[src/rtl/uart_mmio_pkg.sv]
// Shared register map, bit positions and RX poll state encoding for the UART MMIO bridge.
package uart_mmio_pkg;

    localparam logic [1:0] OFF_TXDATA = 2'd0;
    localparam logic [1:0] OFF_RXDATA = 2'd1;
    localparam logic [1:0] OFF_STATUS = 2'd2;
    localparam logic [1:0] OFF_CTRL   = 2'd3;

    localparam int unsigned STAT_TX_FULL  = 0;
    localparam int unsigned STAT_TX_EMPTY = 1;
    localparam int unsigned STAT_RX_VALID = 2;
    localparam int unsigned STAT_TX_OVF   = 3;
    localparam int unsigned STAT_TX_COUNT = 8;

    localparam int unsigned CTRL_TX_EN     = 0;
    localparam int unsigned CTRL_RX_EN     = 1;
    localparam int unsigned CTRL_RX_IRQ_EN = 2;
    localparam logic [2:0]  CTRL_RESET     = 3'b011;

    localparam logic [7:0] NO_CHAR = 8'hFF;

    typedef enum logic [1:0] {
        StIdle,
        StPoll,
        StHold
    } rxState_e;

endpackage

[src/rtl/uart_tx_fifo.sv]
// Power-of-two FIFO with wrap-bit pointers; a push into a full FIFO is accepted
// only when a pop happens on the same edge.
module uart_tx_fifo #(
    parameter int unsigned WIDTH = 8,
    parameter int unsigned DEPTH = 16
) (
    input  logic                     clock,
    input  logic                     reset_n,
    input  logic                     push,
    input  logic [WIDTH-1:0]         pushData,
    input  logic                     pop,
    output logic                     full,
    output logic                     empty,
    output logic [$clog2(DEPTH):0]   count,
    output logic [WIDTH-1:0]         head
);

    localparam int unsigned AW = $clog2(DEPTH);

    logic [AW:0]      wrPtr;
    logic [AW:0]      rdPtr;
    logic [WIDTH-1:0] mem [DEPTH];
    logic             pushOk;
    logic             popOk;

    always_comb begin
        count  = wrPtr - rdPtr;
        full   = (count == (AW + 1)'(DEPTH));
        empty  = (count == '0);
        popOk  = pop & ~empty;
        pushOk = push & (~full | popOk);
        head   = mem[rdPtr[AW-1:0]];
    end

    always_ff @(posedge clock or negedge reset_n) begin
        if (!reset_n) begin
            wrPtr <= '0;
            rdPtr <= '0;
        end else begin
            if (pushOk) wrPtr <= wrPtr + (AW + 1)'(1);
            if (popOk)  rdPtr <= rdPtr + (AW + 1)'(1);
        end
    end

    always_ff @(posedge clock) begin
        if (pushOk) mem[wrPtr[AW-1:0]] <= pushData;
    end

endmodule

[src/rtl/uart_mmio_bridge.sv]
// Memory-mapped console: TXDATA stores queue into a FIFO drained to io_uart_out_*,
// and an RX poller periodically samples io_uart_in_ch into a one-byte holding register.
module uart_mmio_bridge
    import uart_mmio_pkg::*;
#(
    parameter logic [63:0] BASE_ADDR = 64'h1000_0000,
    parameter int unsigned TX_DEPTH  = 16,
    parameter int unsigned TX_GAP    = 0,
    parameter int unsigned RX_POLL   = 64
) (
    input  logic        clock,
    input  logic        reset_n,
    input  logic        ren,
    input  logic [63:0] raddr,
    output logic [63:0] rdata,
    input  logic        wen,
    input  logic [63:0] waddr,
    input  logic [63:0] wdata,
    input  logic [63:0] wmask,
    output logic        io_uart_out_valid,
    output logic [7:0]  io_uart_out_ch,
    output logic        io_uart_in_valid,
    input  logic [7:0]  io_uart_in_ch,
    output logic        irq
);

    localparam int unsigned CW     = $clog2(TX_DEPTH) + 1;
    localparam int unsigned GAP_W  = (TX_GAP > 0) ? $clog2(TX_GAP + 1) : 1;
    localparam int unsigned POLL_W = (RX_POLL > 1) ? $clog2(RX_POLL) : 1;
    localparam logic [POLL_W-1:0] POLL_RELOAD = POLL_W'(RX_POLL - 1);

    logic          rHit, wHit;
    logic [1:0]    rOff, wOff;
    logic          wrTx, wrStatus, wrCtrl, rdRx;
    logic [2:0]    ctrl;
    logic          txOvf;
    logic [GAP_W-1:0] gapCnt;
    logic          txPop, txFull, txEmpty;
    logic [CW-1:0] txCount;
    logic [7:0]    txHead;
    logic [63:0]   statusWord, readData;

    rxState_e      rxState, rxNext;
    logic [POLL_W-1:0] pollCnt, pollCntNext;
    logic [7:0]    rxByte, rxByteNext;
    logic          rxValid, rxPop;

    logic unusedBits;
    assign unusedBits = ^{raddr[2:0], waddr[2:0], wdata[63:8], wmask[63:1]};

    always_comb begin
        rHit     = (raddr[63:5] == BASE_ADDR[63:5]);
        wHit     = (waddr[63:5] == BASE_ADDR[63:5]);
        rOff     = raddr[4:3];
        wOff     = waddr[4:3];
        wrTx     = wen & wHit & (wOff == OFF_TXDATA) & wmask[0];
        wrStatus = wen & wHit & (wOff == OFF_STATUS) & wmask[0];
        wrCtrl   = wen & wHit & (wOff == OFF_CTRL) & wmask[0];
        rdRx     = ren & rHit & (rOff == OFF_RXDATA);
        txPop    = ctrl[CTRL_TX_EN] & ~txEmpty & (gapCnt == '0);
        rxPop    = rdRx & rxValid;
    end

    uart_tx_fifo #(
        .WIDTH (8),
        .DEPTH (TX_DEPTH)
    ) u_txFifo (
        .clock    (clock),
        .reset_n  (reset_n),
        .push     (wrTx),
        .pushData (wdata[7:0]),
        .pop      (txPop),
        .full     (txFull),
        .empty    (txEmpty),
        .count    (txCount),
        .head     (txHead)
    );

    always_comb begin
        statusWord                       = '0;
        statusWord[STAT_TX_FULL]         = txFull;
        statusWord[STAT_TX_EMPTY]        = txEmpty;
        statusWord[STAT_RX_VALID]        = rxValid;
        statusWord[STAT_TX_OVF]          = txOvf;
        statusWord[STAT_TX_COUNT +: 8]   = 8'(txCount);
        readData = '0;
        if (rHit) begin
            unique case (rOff)
                OFF_TXDATA: readData = '0;
                OFF_RXDATA: readData = rxValid ? {55'b0, 1'b1, rxByte} : '0;
                OFF_STATUS: readData = statusWord;
                OFF_CTRL:   readData = {61'b0, ctrl};
                default:    readData = '0;
            endcase
        end
    end

    always_ff @(posedge clock or negedge reset_n) begin
        if (!reset_n) begin
            rdata             <= '0;
            ctrl              <= CTRL_RESET;
            txOvf             <= 1'b0;
            io_uart_out_valid <= 1'b0;
            io_uart_out_ch    <= '0;
            gapCnt            <= '0;
        end else begin
            if (ren) rdata <= readData;
            if (wrCtrl) ctrl <= wdata[2:0];
            // A dropped push on the same edge as a clear leaves the flag set.
            if (wrTx & txFull & ~txPop) begin
                txOvf <= 1'b1;
            end else if (wrStatus & wdata[STAT_TX_OVF]) begin
                txOvf <= 1'b0;
            end
            io_uart_out_valid <= txPop;
            if (txPop) io_uart_out_ch <= txHead;
            if (txPop) begin
                gapCnt <= GAP_W'(TX_GAP);
            end else if (gapCnt != '0) begin
                gapCnt <= gapCnt - GAP_W'(1);
            end
        end
    end

    always_ff @(posedge clock or negedge reset_n) begin
        if (!reset_n) begin
            rxState <= StIdle;
            pollCnt <= '0;
            rxByte  <= '0;
        end else begin
            rxState <= rxNext;
            pollCnt <= pollCntNext;
            rxByte  <= rxByteNext;
        end
    end

    // A held byte stays in HOLD even with rx_en low, so polling never overwrites it.
    always_comb begin
        rxNext      = rxState;
        pollCntNext = pollCnt;
        rxByteNext  = rxByte;
        case (rxState)
            StIdle: begin
                if (!ctrl[CTRL_RX_EN]) begin
                    pollCntNext = POLL_RELOAD;
                end else if (pollCnt == '0) begin
                    rxNext = StPoll;
                end else begin
                    pollCntNext = pollCnt - POLL_W'(1);
                end
            end
            StPoll: begin
                if (ctrl[CTRL_RX_EN] && (io_uart_in_ch != NO_CHAR)) begin
                    rxNext     = StHold;
                    rxByteNext = io_uart_in_ch;
                end else begin
                    rxNext      = StIdle;
                    pollCntNext = POLL_RELOAD;
                end
            end
            StHold: begin
                if (rxPop) begin
                    rxNext      = StIdle;
                    pollCntNext = POLL_RELOAD;
                end
            end
            default: begin
                rxNext      = StIdle;
                pollCntNext = POLL_RELOAD;
            end
        endcase
    end

    always_comb begin
        io_uart_in_valid = (rxState == StPoll);
        rxValid          = (rxState == StHold);
        irq              = rxValid & ctrl[CTRL_RX_IRQ_EN];
    end

endmodule

[config.mk]
export PLATFORM = sky130hd
export DESIGN_NAME = uart_mmio_bridge
export DESIGN_NICKNAME = d
export VERILOG_FILES = /design/src/rtl/uart_mmio_pkg.sv /design/src/rtl/uart_tx_fifo.sv /design/src/rtl/uart_mmio_bridge.sv
export SDC_FILE = /design/constraint.sdc
export NUM_CORES = 1
export LEC_CHECK = 0
export BUFFER_PORTS_ARGS = -buffer_cell sky130_fd_sc_hd__buf_4
export CAP_MARGIN = 20
export CELL_PAD_IN_SITES_DETAIL_PLACEMENT = 0
export CELL_PAD_IN_SITES_GLOBAL_PLACEMENT = 1
export CORE_UTILIZATION = 34
export DETAILED_ROUTE_END_ITERATION = 7
export HOLD_SLACK_MARGIN = 0.08
export PLACE_DENSITY = 0.77
export SLEW_MARGIN = 5
export SYNTH_ARGS = -nofsm -noshare
export SYNTH_HDL_FRONTEND = slang
export SYNTH_SLANG_ARGS = --single-unit
export TNS_END_PERCENT = 1
[constraint.sdc]
create_clock -name clock -period 3.5 [get_ports clock]
set_input_delay 0.175 -clock clock [delete_from_list [all_inputs] [get_ports clock]]
set_output_delay 0.175 -clock clock [all_outputs]
set_load 0.1 [all_outputs]
=== After elaboration in Yosys (flattened, before gate mapping) ===
Memory sizes are Yosys's and may differ from the RTL's. A register that Yosys moved wholly into a read port is not among the register bits.
Cells that the tools add are included.

* $add $sub $neg: 5
* Equality and inequality tests: 16
* Muxes and demuxes: 19
* Bitwise operators: 23
* Reduce and logical (&&, ||, !) cells: 11

{| class="wikitable"
|+ Operator list
! cell !! number
|-
| one-hot mux 64 bit (4 select lines) || 1
|-
| equality test 59 x 24 -> 1 bit (second input constant) || 2
|-
| two-way mux 64 bit || 1
|-
| two-way mux 6 bit || 4
|-
| AND 1 bit || 18
|-
| one-hot mux 6 bit (3 select lines) || 1
|-
| adder 5 x 1 -> 5 bit (second input constant) || 2
|-
| equality test 2 bit (second input constant) || 5
|-
| two-way mux 9 bit || 1
|-
| two-way mux 2 bit || 4
|-
| != test 8 bit (second input constant) || 1
|-
| zero test 2 bit || 3
|-
| zero test 6 bit || 1
|-
| two-way mux 1 bit || 6
|-
| != test 2 bit (second input constant) || 3
|-
| one-hot mux 2 bit (3 select lines) || 1
|-
| AND reduction 3 bit || 2
|-
| subtractor 6 x 1 -> 6 bit (second input constant) || 1
|-
| equality test 5 bit (second input constant) || 1
|-
| zero test 5 bit || 1
|-
| subtractor 5 bit || 1
|-
| equality test 2 x 1 -> 1 bit (second input constant) || 2
|-
| NOT 1 bit || 4
|-
| != test 3 bit (second input constant) || 1
|-
| other kinds (7) || 7
|}

* Bits in registers: 96
* Memory bits (writable): 128
* Bits of input ports: 268
* Output and inout bits: 75
* Word-level logic and storage cells: 85
* Memories kept: 1

{| class="wikitable"
|+ Memories
! memory !! depth !! width !! read ports !! clocked after memory_dff !! write ports !! line !! RTL
|-
| u_txFifo.mem || 16 || 8 || 1 || 1 || 1 || uart_tx_fifo.sv:22 || <nowiki>logic [WIDTH-1:0] mem [DEPTH];</nowiki>
|}

=== Depth between registers and ports, before layout ===
Gate-level depths: netlist (run 1).

* Word-level depth: 10
* Mapped depth: 10
* Gate-level depth less buffers: 9

=== Cells and area by module ===
From an unflattened synthesis (run 1), not the netlist that was laid out.

* Cells, all modules: 590
* Area total of the unflattened synthesis: 8451.9 um2

{| class="wikitable"
|+ By module, submodules not included
! module !! times used !! cells an instance !! area an instance (um2) !! seq. area each (um2)
|-
| uart_tx_fifo || 1 || 314 || 5706.7 || 4093.9
|-
| uart_mmio_bridge || 1 || 276 || 2745.1 || 1053.5
|}

=== Least setup slack after synthesis (run 1) ===
Ideal clock, no wire load.

* Kind: reg-to-reg
* From: reg u_txFifo.rdPtr[1]
* To: mem u_txFifo.mem[2][0], enable pin
* Setup time: 0.383 ns
* Arrival: 2.920 ns
* Data required time: 3.117 ns
* Path slack: 0.197 ns
* Cell stages (with the launch flop): 10
* Buffers on the path: 2
* Clock period less this slack: 3.303 ns
* Cells stage by stage: dfrtp_1 -> clkbuf_1 -> clkbuf_1 -> inv_1 -> fa_1 -> nand3b_1 -> a211o_1 -> a211o_1 -> o2111ai_2 -> nor3_1

* Cells in the longest elaborated chain, start to end: 10
* Elaborated cells between the ends (all ways): 12
* Classes of those cells: add/sub: 1; eq/ne: 1; mux: 2; bitwise: 7; reduce/logical: 1

{| class="wikitable"
|+ Ends and longest elaborated chain
! what !! line !! RTL
|-
| start: declaration || uart_tx_fifo.sv:21 || <nowiki>logic [AW:0] rdPtr;</nowiki>
|-
| start signal: assignment || uart_tx_fifo.sv:41 || <nowiki>if (popOk) rdPtr <= rdPtr + (AW + 1)'(1);</nowiki>
|-
| subtractor 5 bit * || uart_tx_fifo.sv:27 || <nowiki>count = wrPtr - rdPtr;</nowiki>
|-
| zero test 5 bit || uart_tx_fifo.sv:29 || <nowiki>empty = (count == '0);</nowiki>
|-
| NOT 1 bit || uart_tx_fifo.sv:30, uart_mmio_bridge.sv:60 ||
|-
| AND 1 bit (2 in a row) || uart_mmio_bridge.sv:60 || <nowiki>txPop = ctrl[CTRL_TX_EN] & ~txEmpty & (gapCnt == '0);</nowiki>
|-
| AND 1 bit || uart_tx_fifo.sv:30 || <nowiki>popOk = pop & ~empty;</nowiki>
|-
| bitwise OR 1 bit * || uart_tx_fifo.sv:31 || <nowiki>pushOk = push & (~full | popOk);</nowiki>
|-
| AND 1 bit * || uart_tx_fifo.sv:31 ||
|-
| two-way mux 1 bit * || uart_tx_fifo.sv:46 || <nowiki>if (pushOk) mem[wrPtr[AW-1:0]] <= pushData;</nowiki>
|-
| two-way mux 1 bit (implied by the code) * || uart_tx_fifo.sv:46 ||
|-
| end: declaration || uart_tx_fifo.sv:22 ||
|}

Mark *: on every way between the ends. The rest lies on a longest branch, timed or not.

=== Worst setup path in the final report (run 1) ===
* From: reg u_txFifo.wrPtr[0]
* To: mem u_txFifo.mem[3][0], enable pin

* Cells in the longest elaborated chain, start to end: 10
* Elaborated cells between the ends (all ways): 12
* Classes of those cells: add/sub: 1; eq/ne: 1; mux: 2; bitwise: 7; reduce/logical: 1

{| class="wikitable"
|+ Ends and longest elaborated chain
! what !! line !! RTL
|-
| start: declaration || uart_tx_fifo.sv:20 || <nowiki>logic [AW:0] wrPtr;</nowiki>
|-
| start signal: assignment || uart_tx_fifo.sv:40 || <nowiki>if (pushOk) wrPtr <= wrPtr + (AW + 1)'(1);</nowiki>
|-
| subtractor 5 bit || uart_tx_fifo.sv:27 ||
|-
| zero test 5 bit || uart_tx_fifo.sv:29 ||
|-
| NOT 1 bit || uart_tx_fifo.sv:30, uart_mmio_bridge.sv:60 ||
|-
| AND 1 bit (2 in a row) || uart_mmio_bridge.sv:60 ||
|-
| AND 1 bit || uart_tx_fifo.sv:30 ||
|-
| bitwise OR 1 bit || uart_tx_fifo.sv:31 ||
|-
| AND 1 bit || uart_tx_fifo.sv:31 ||
|-
| two-way mux 1 bit || uart_tx_fifo.sv:46 ||
|-
| two-way mux 1 bit (implied by the code) || uart_tx_fifo.sv:46 ||
|}

Several ways; a longest one is shown, not always the timed one.

==> results of run 1 <==
## report_power, final
part	total (uW)	switching, uW	internal, uW	leakage [uW]
clock	1790	801	989	0.000263
sequential	2290	0.0000000000000141	2290	0.00183
combinational	440	318	122	0.00191
## layout by cell type, fill, tap and decap left out, types with 4 or more instances in the layout
cell,instances
buf_4,176
edfxtp_1,128
conb_1,51
dfrtp_1,49
mux4_2,40
nor4_1,31
mux2_2,21
clkbuf_16,17
dlygate4sd3_1,17
inv_1,16
nand4_1,13
nor2_1,12
nand2_1,11
nor2b_1,10
nor3_1,10
ha_1,10
xnor2_1,9
nand3_1,8
o21ai_0,7
nor4b_1,6
o2bb2ai_1,6
nand2b_1,5
a22o_1,5
a21oi_1,4
o21a_1,4
## routing by layer
metal  vias to the layer above  wire length, um
li1                       2377                -
met1                      2555             7560
met2                       163             8970
met3                        19              847
met4                         0              233
met5                         -                0
## repair_timing
item                       in CTS  in global routing
setup buffers                   0                  0
setup endpoints to repair       0                 40
hold buffers                   17                  0
hold endpoints to repair      156                  0
resized for setup               0                  4
## worst max-delay path: cells and delay by family, from the launching register on
family                   cells  cell delay (ns)
AO/OA/AOI/OAI                3             1.08
adder cells (fa/ha/maj)      2             0.66
AND/OR/NAND/NOR              2             0.53
flip-flops                   1             0.42
buffers and inverters        3             0.38
## worst paths after layout
path,slack (ns),cells after the start,to
max in group asynchronous,2.65,2,u_txFifo.rdPtr[0]
min,0.09,1,u_txFifo.mem[5][2]
min in group asynchronous,0.36,2,rxByte[2]
max,0.11,10,u_txFifo.mem[3][0]
min reg2reg,0.49,1,u_txFifo.rdPtr[4]
max reg2reg,0.11,10,u_txFifo.mem[3][0]
## metrics by stage
step	power, uW	utilization	std cells	hold WS [ns]
2_1_floorplan	2630	-	572	-0.121
3_5_place_dp	2760	0.411	1005	0.275
5_1_grt	4660	0.443	1054	0.0871
3_3_place_gp	2750	0.411	1004	0.271
6_report	4520	0.443	1054	0.0935
4_1_cts	4560	0.442	1054	0.0809
## final cells by class
cell class / count / area [um2] / area share
inverter: 17 / 63.8 / 0.00612
clock buffer: 19 / 433 / 0.0416
timing repair buffer: 194 / 1500 / 0.144
sequential: 180 / 5150 / 0.494
multi-input combinational: 312 / 2750 / 0.264
clock inverter: 13 / 125 / 0.0120
tap: 319 / 399 / 0.0383
## state kept, by name (all words and copies together), names as in the netlist
name,cells
ctrl,3
rdata,13
rxState,2
pollCnt,6
io_uart_out_ch,8
rxByte,8
u_txFifo.mem,128
u_txFifo.rdPtr,5
u_txFifo.wrPtr,5
io_uart_out_valid,1
txOvf,1
## kinds of logic (layout without fill, tap and decap cells)
logic type	count (synthesis)	count (layout)	synth area share
adders and majority gates	11	11	0.0177
other	1	51	0.000457
AOI/OAI and AO/OA	51	51	0.0487
DFF	180	180	0.627
muxes	61	61	0.139
and+or+nand+nor	126	126	0.0927
xor gates and xnor gates	12	12	0.0128
buffers and inverters	80	243	0.0616
==> impl_metrics.tcl, run 1 <==
set metrics [dict create \
    min_period_ns 3.39 \
    die_area_mm2 0.0248 \
    synthTopCellsByArea "edfxtp_1, dfrtp_1, mux4_2" \
    cts_max_level 4 \
    synth_edf_count 128 \
    use_met2 0.248 \
    yosysWarnings 0 \
    drt_iter0_markers 202 \
    slowest_delay_ns 0.49 \
    met3_usage 0.0317 \
    setup_slack_ns 0.105 \
    final_area_mm2 0.0104 \
    synth.ff_latch_count 180 \
    grt_pass1_vias 5206 \
    clockBufferDepth 2 \
    route.vias.total 5114 \
    gp_congestion 0.775 \
    tightestPinTransition_ns 0.948 \
    power_density_mw_per_mm2 433 \
    synthArstFlopShare 0.289 \
    syn_avg_cell_area_um2 15.7 \
    setup_viol 0 \
    fin_tns_setup_ns 0 \
    tritoncts "built" \
    arrival_ns 3.50 \
    busiest_layer "met2" \
    root_buffer "clkbuf_16" \
    initial_core_util 0.348 \
    yosysMostFrequentCell "edfxtp_1" \
    power_leakage_uw 0.00400 \
    ant_nets 0 \
    fmax_mhz 295 \
    crit_path_start "u_txFifo.wrPtr[0]" \
    nFillCells 2124 \
    wl_per_cell_um 16.7 \
    hold_viol 0 \
    min-delay-start "wdata[2]" \
    critPathMaxFanout 8 \
    die-height_um 157 \
    dp_slack_ns 0.116 \
    run_status "finished clean" \
    cp_slowest_cell "fa_1" \
    maxSlewViolCount 0 \
    dr.pass1.iters 4 \
    placed_cell_area_mm2 0.00968 \
    ys.flop_type "edfxtp_1" \
    wirelength_mm 17.6 \
    ys_top_cells_by_count "edfxtp_1, buf_4, dfrtp_1" \
    layout-drive-gt1-share 0.385 \
    synth_area_leader_cell "edfxtp_1" \
    drt-vias-per-instance 4.85 \
    path_class "reg2reg" \
    rows 56 \
    drv_cap 0 \
    syn_area_mm2 0.00820 \
    clkTransAtPathRegs_ns 0.07 \
    portBuffers 166 \
    dp_hpwl_mm 13.0 \
    ir_drop_mv 0.346 \
    grt_start_max_net_pins 53 \
    cts_buffers 17 \
    clock_latency_ns 0.42 \
    slew_headroom 0.365 \
    rsz0062_at_grt "yes" \
    antenna_found_initial 0 \
    hold_path_class "in2reg" \
    diodes 0 \
    crit_path_cell_trace "inv_1 -> ha_1 -> inv_1 -> fa_1 -> nand3b_1 -> a211o_1 -> a211o_1 -> buf_4 -> o2111ai_1 -> nor2_1" \
    syn_inst 522 \
    synth-seq-area-share 0.627 \
    route.detailed.drc 0 \
    critPathLaunchType "register" \
    synth_top_cell_area_share 0.469 \
    grt_overflow_total 0 \
    top_level_ports 343 \
    timing.final.crit_share 0.970 \
    final_nets 1001 \
    grt.total_usage 0.147 \
    grt_util_met1 0.189 \
    cp.required_ns 3.60 \
    rr_startpoint "u_txFifo.wrPtr[0]" \
    core_mm2 0.0235 \
    areaGrowthSynthToFinish_pct 27.0 \
    endpoint_kind "register" \
    grt_pass1_wl_mm 27.5 \
    clock_sinks 180 \
    netlist-cell-type-count 57 \
    fin_worst_skew_ns 0.00840 \
    die_x_um 157 \
]
No activity file was read; power rests on OpenSTA's default activity.
==> inputs of run 2 (changes only) <==
REMOVE_ABC_BUFFERS = 1   (was not set)
SKIP_LAST_GASP = 1   (was not set)
==> impl_metrics.tcl, run 2 (synthesis results as in run 1) <==
set metrics [dict create \
    run_status "finished clean" \
    slew_headroom 0.297 \
    drt_iter0_markers 389 \
    route.vias.total 5171 \
    clock_latency_ns 0.42 \
    grt_pass1_vias 5185 \
    cp_slowest_cell "nor2_1" \
    ant_nets 0 \
    final_nets 1011 \
    nFillCells 2134 \
    wirelength_mm 18.4 \
    top_level_ports 343 \
    areaGrowthSynthToFinish_pct 27.8 \
    endpoint_kind "register" \
    grt_start_max_net_pins 53 \
    power_density_mw_per_mm2 429 \
    largest_register_ffs 128 \
    rows 56 \
    portBuffers 166 \
    wl_per_cell_um 17.3 \
    min_period_ns 3.24 \
    root_buffer "clkbuf_16" \
    timing.final.crit_share 0.926 \
    hold_path_class "in2reg" \
    rr_startpoint "u_txFifo.wrPtr[0]" \
    power_leakage_uw 0.00405 \
    die_x_um 157 \
    diodes 0 \
    layout_common_cells "buf_4, edfxtp_1, conb_1" \
    fin_worst_skew_ns 0.0107 \
    tightestPinTransition_ns 1.05 \
    route.detailed.drc 0 \
    critPathMaxFanout 8 \
    layout-drive-gt1-share 0.383 \
    grt.total_usage 0.154 \
    dp_cells 1011 \
    critPathLaunchType "register" \
    min-delay-start "raddr[3]" \
    rsz0062_at_grt "no" \
    power_uw 4500 \
    dp_hpwl_mm 12.5 \
    fmax_mhz 308 \
    core_mm2 0.0235 \
    maxSlewViolCount 0 \
    crit_path_cell_trace "inv_1 -> ha_1 -> inv_1 -> fa_1 -> nand3b_1 -> a211o_1 -> a211o_1 -> o2111ai_1 -> nor2_1" \
    final_common_cell "buf_4" \
    cts_buffers 17 \
    die_area_mm2 0.0248 \
    crit_path_start "u_txFifo.wrPtr[0]" \
    final_cells 1063 \
    hold_viol 0 \
    grt_pass1_wl_mm 28.1 \
    drv_cap 0 \
    grt_overflow_total 0 \
    die-height_um 157 \
    whs_ns 0.105 \
    gp_congestion 0.740 \
    clockBufferDepth 2 \
    cts_max_level 4 \
    dr.pass1.iters 4 \
    path_class "reg2reg" \
    ir_drop_mv 0.309 \
    clock_sinks 180 \
    drt-vias-per-instance 4.86 \
    setup_viol 0 \
    slowest_delay_ns 0.87 \
    cp.required_ns 3.54 \
    tritoncts "built" \
    initial_core_util 0.348 \
    arrival_ns 3.28 \
    antenna_found_initial 0 \
    clkTransAtPathRegs_ns 0.06 \
]
==> run 2: power by group <==
part           internal [uW]       switching, uW
clock                    986                 787
sequential              2290  0.0000000000000138
combinational            123                 316
==> run 2: final cells by class <==
type	instances	area (um2)	share of cell area
inverters	17	63.8	0.00609
clock buffers	21	440	0.0420
clock inverters	10	101	0.00967
flip-flops and latches	180	5150	0.491
well taps	319	399	0.0381
repair buffers	204	1590	0.151
multi-input cells	312	2740	0.262
==> run 2: worst max-delay path: cells and delay by family, from the launching register on <==
kind | cells | cell delay (ns)
AOI/OAI and AO/OA | 3 | 0.57
adders and majority gates | 2 | 0.70
buffers and inverters | 2 | 0.16
DFF | 1 | 0.44
and+or+nand+nor | 2 | 0.99
==> run 2: stage by stage <==
stage,worst slack (ns),cell area (um2),utilization,TNS [ns]
2_1_floorplan,-0.549,7950,-,-51.50
3_3_place_gp,0.243,9720,0.413,0
3_5_place_dp,0.182,9720,0.413,0
4_1_cts,0.152,10500,0.444,0
5_1_grt,0.0418,10500,0.445,0
6_report,0.258,10500,0.445,0
==> run 2: repair_timing <==
action | CTS | global route
gates resized for setup | 0 | 1
setup buffers | 0 | 0
hold endpoints to repair | 188 | 0
hold buffers | 19 | 0
setup endpoints to repair | 0 | 8
==> run 2: final timing paths <==
path / endpoint / slack [ns] / cells past startpoint
worst max-delay path: u_txFifo.mem[9][2] / 0.26 / 9
worst min-delay path: rdata[2] / 0.10 / 3
worst max register to register: u_txFifo.mem[9][2] / 0.26 / 9
worst min register to register: rxState[0] / 0.48 / 1
max in group asynchronous: u_txFifo.rdPtr[0] / 2.63 / 2
min in group asynchronous: pollCnt[3] / 0.37 / 2
==> run 2: routing by layer <==
layer  global-route usage  routed length, um
met5                    0                  0
met4               0.0476                218
met3               0.0336               1130
met2                0.270               9580
met1                0.187               7480
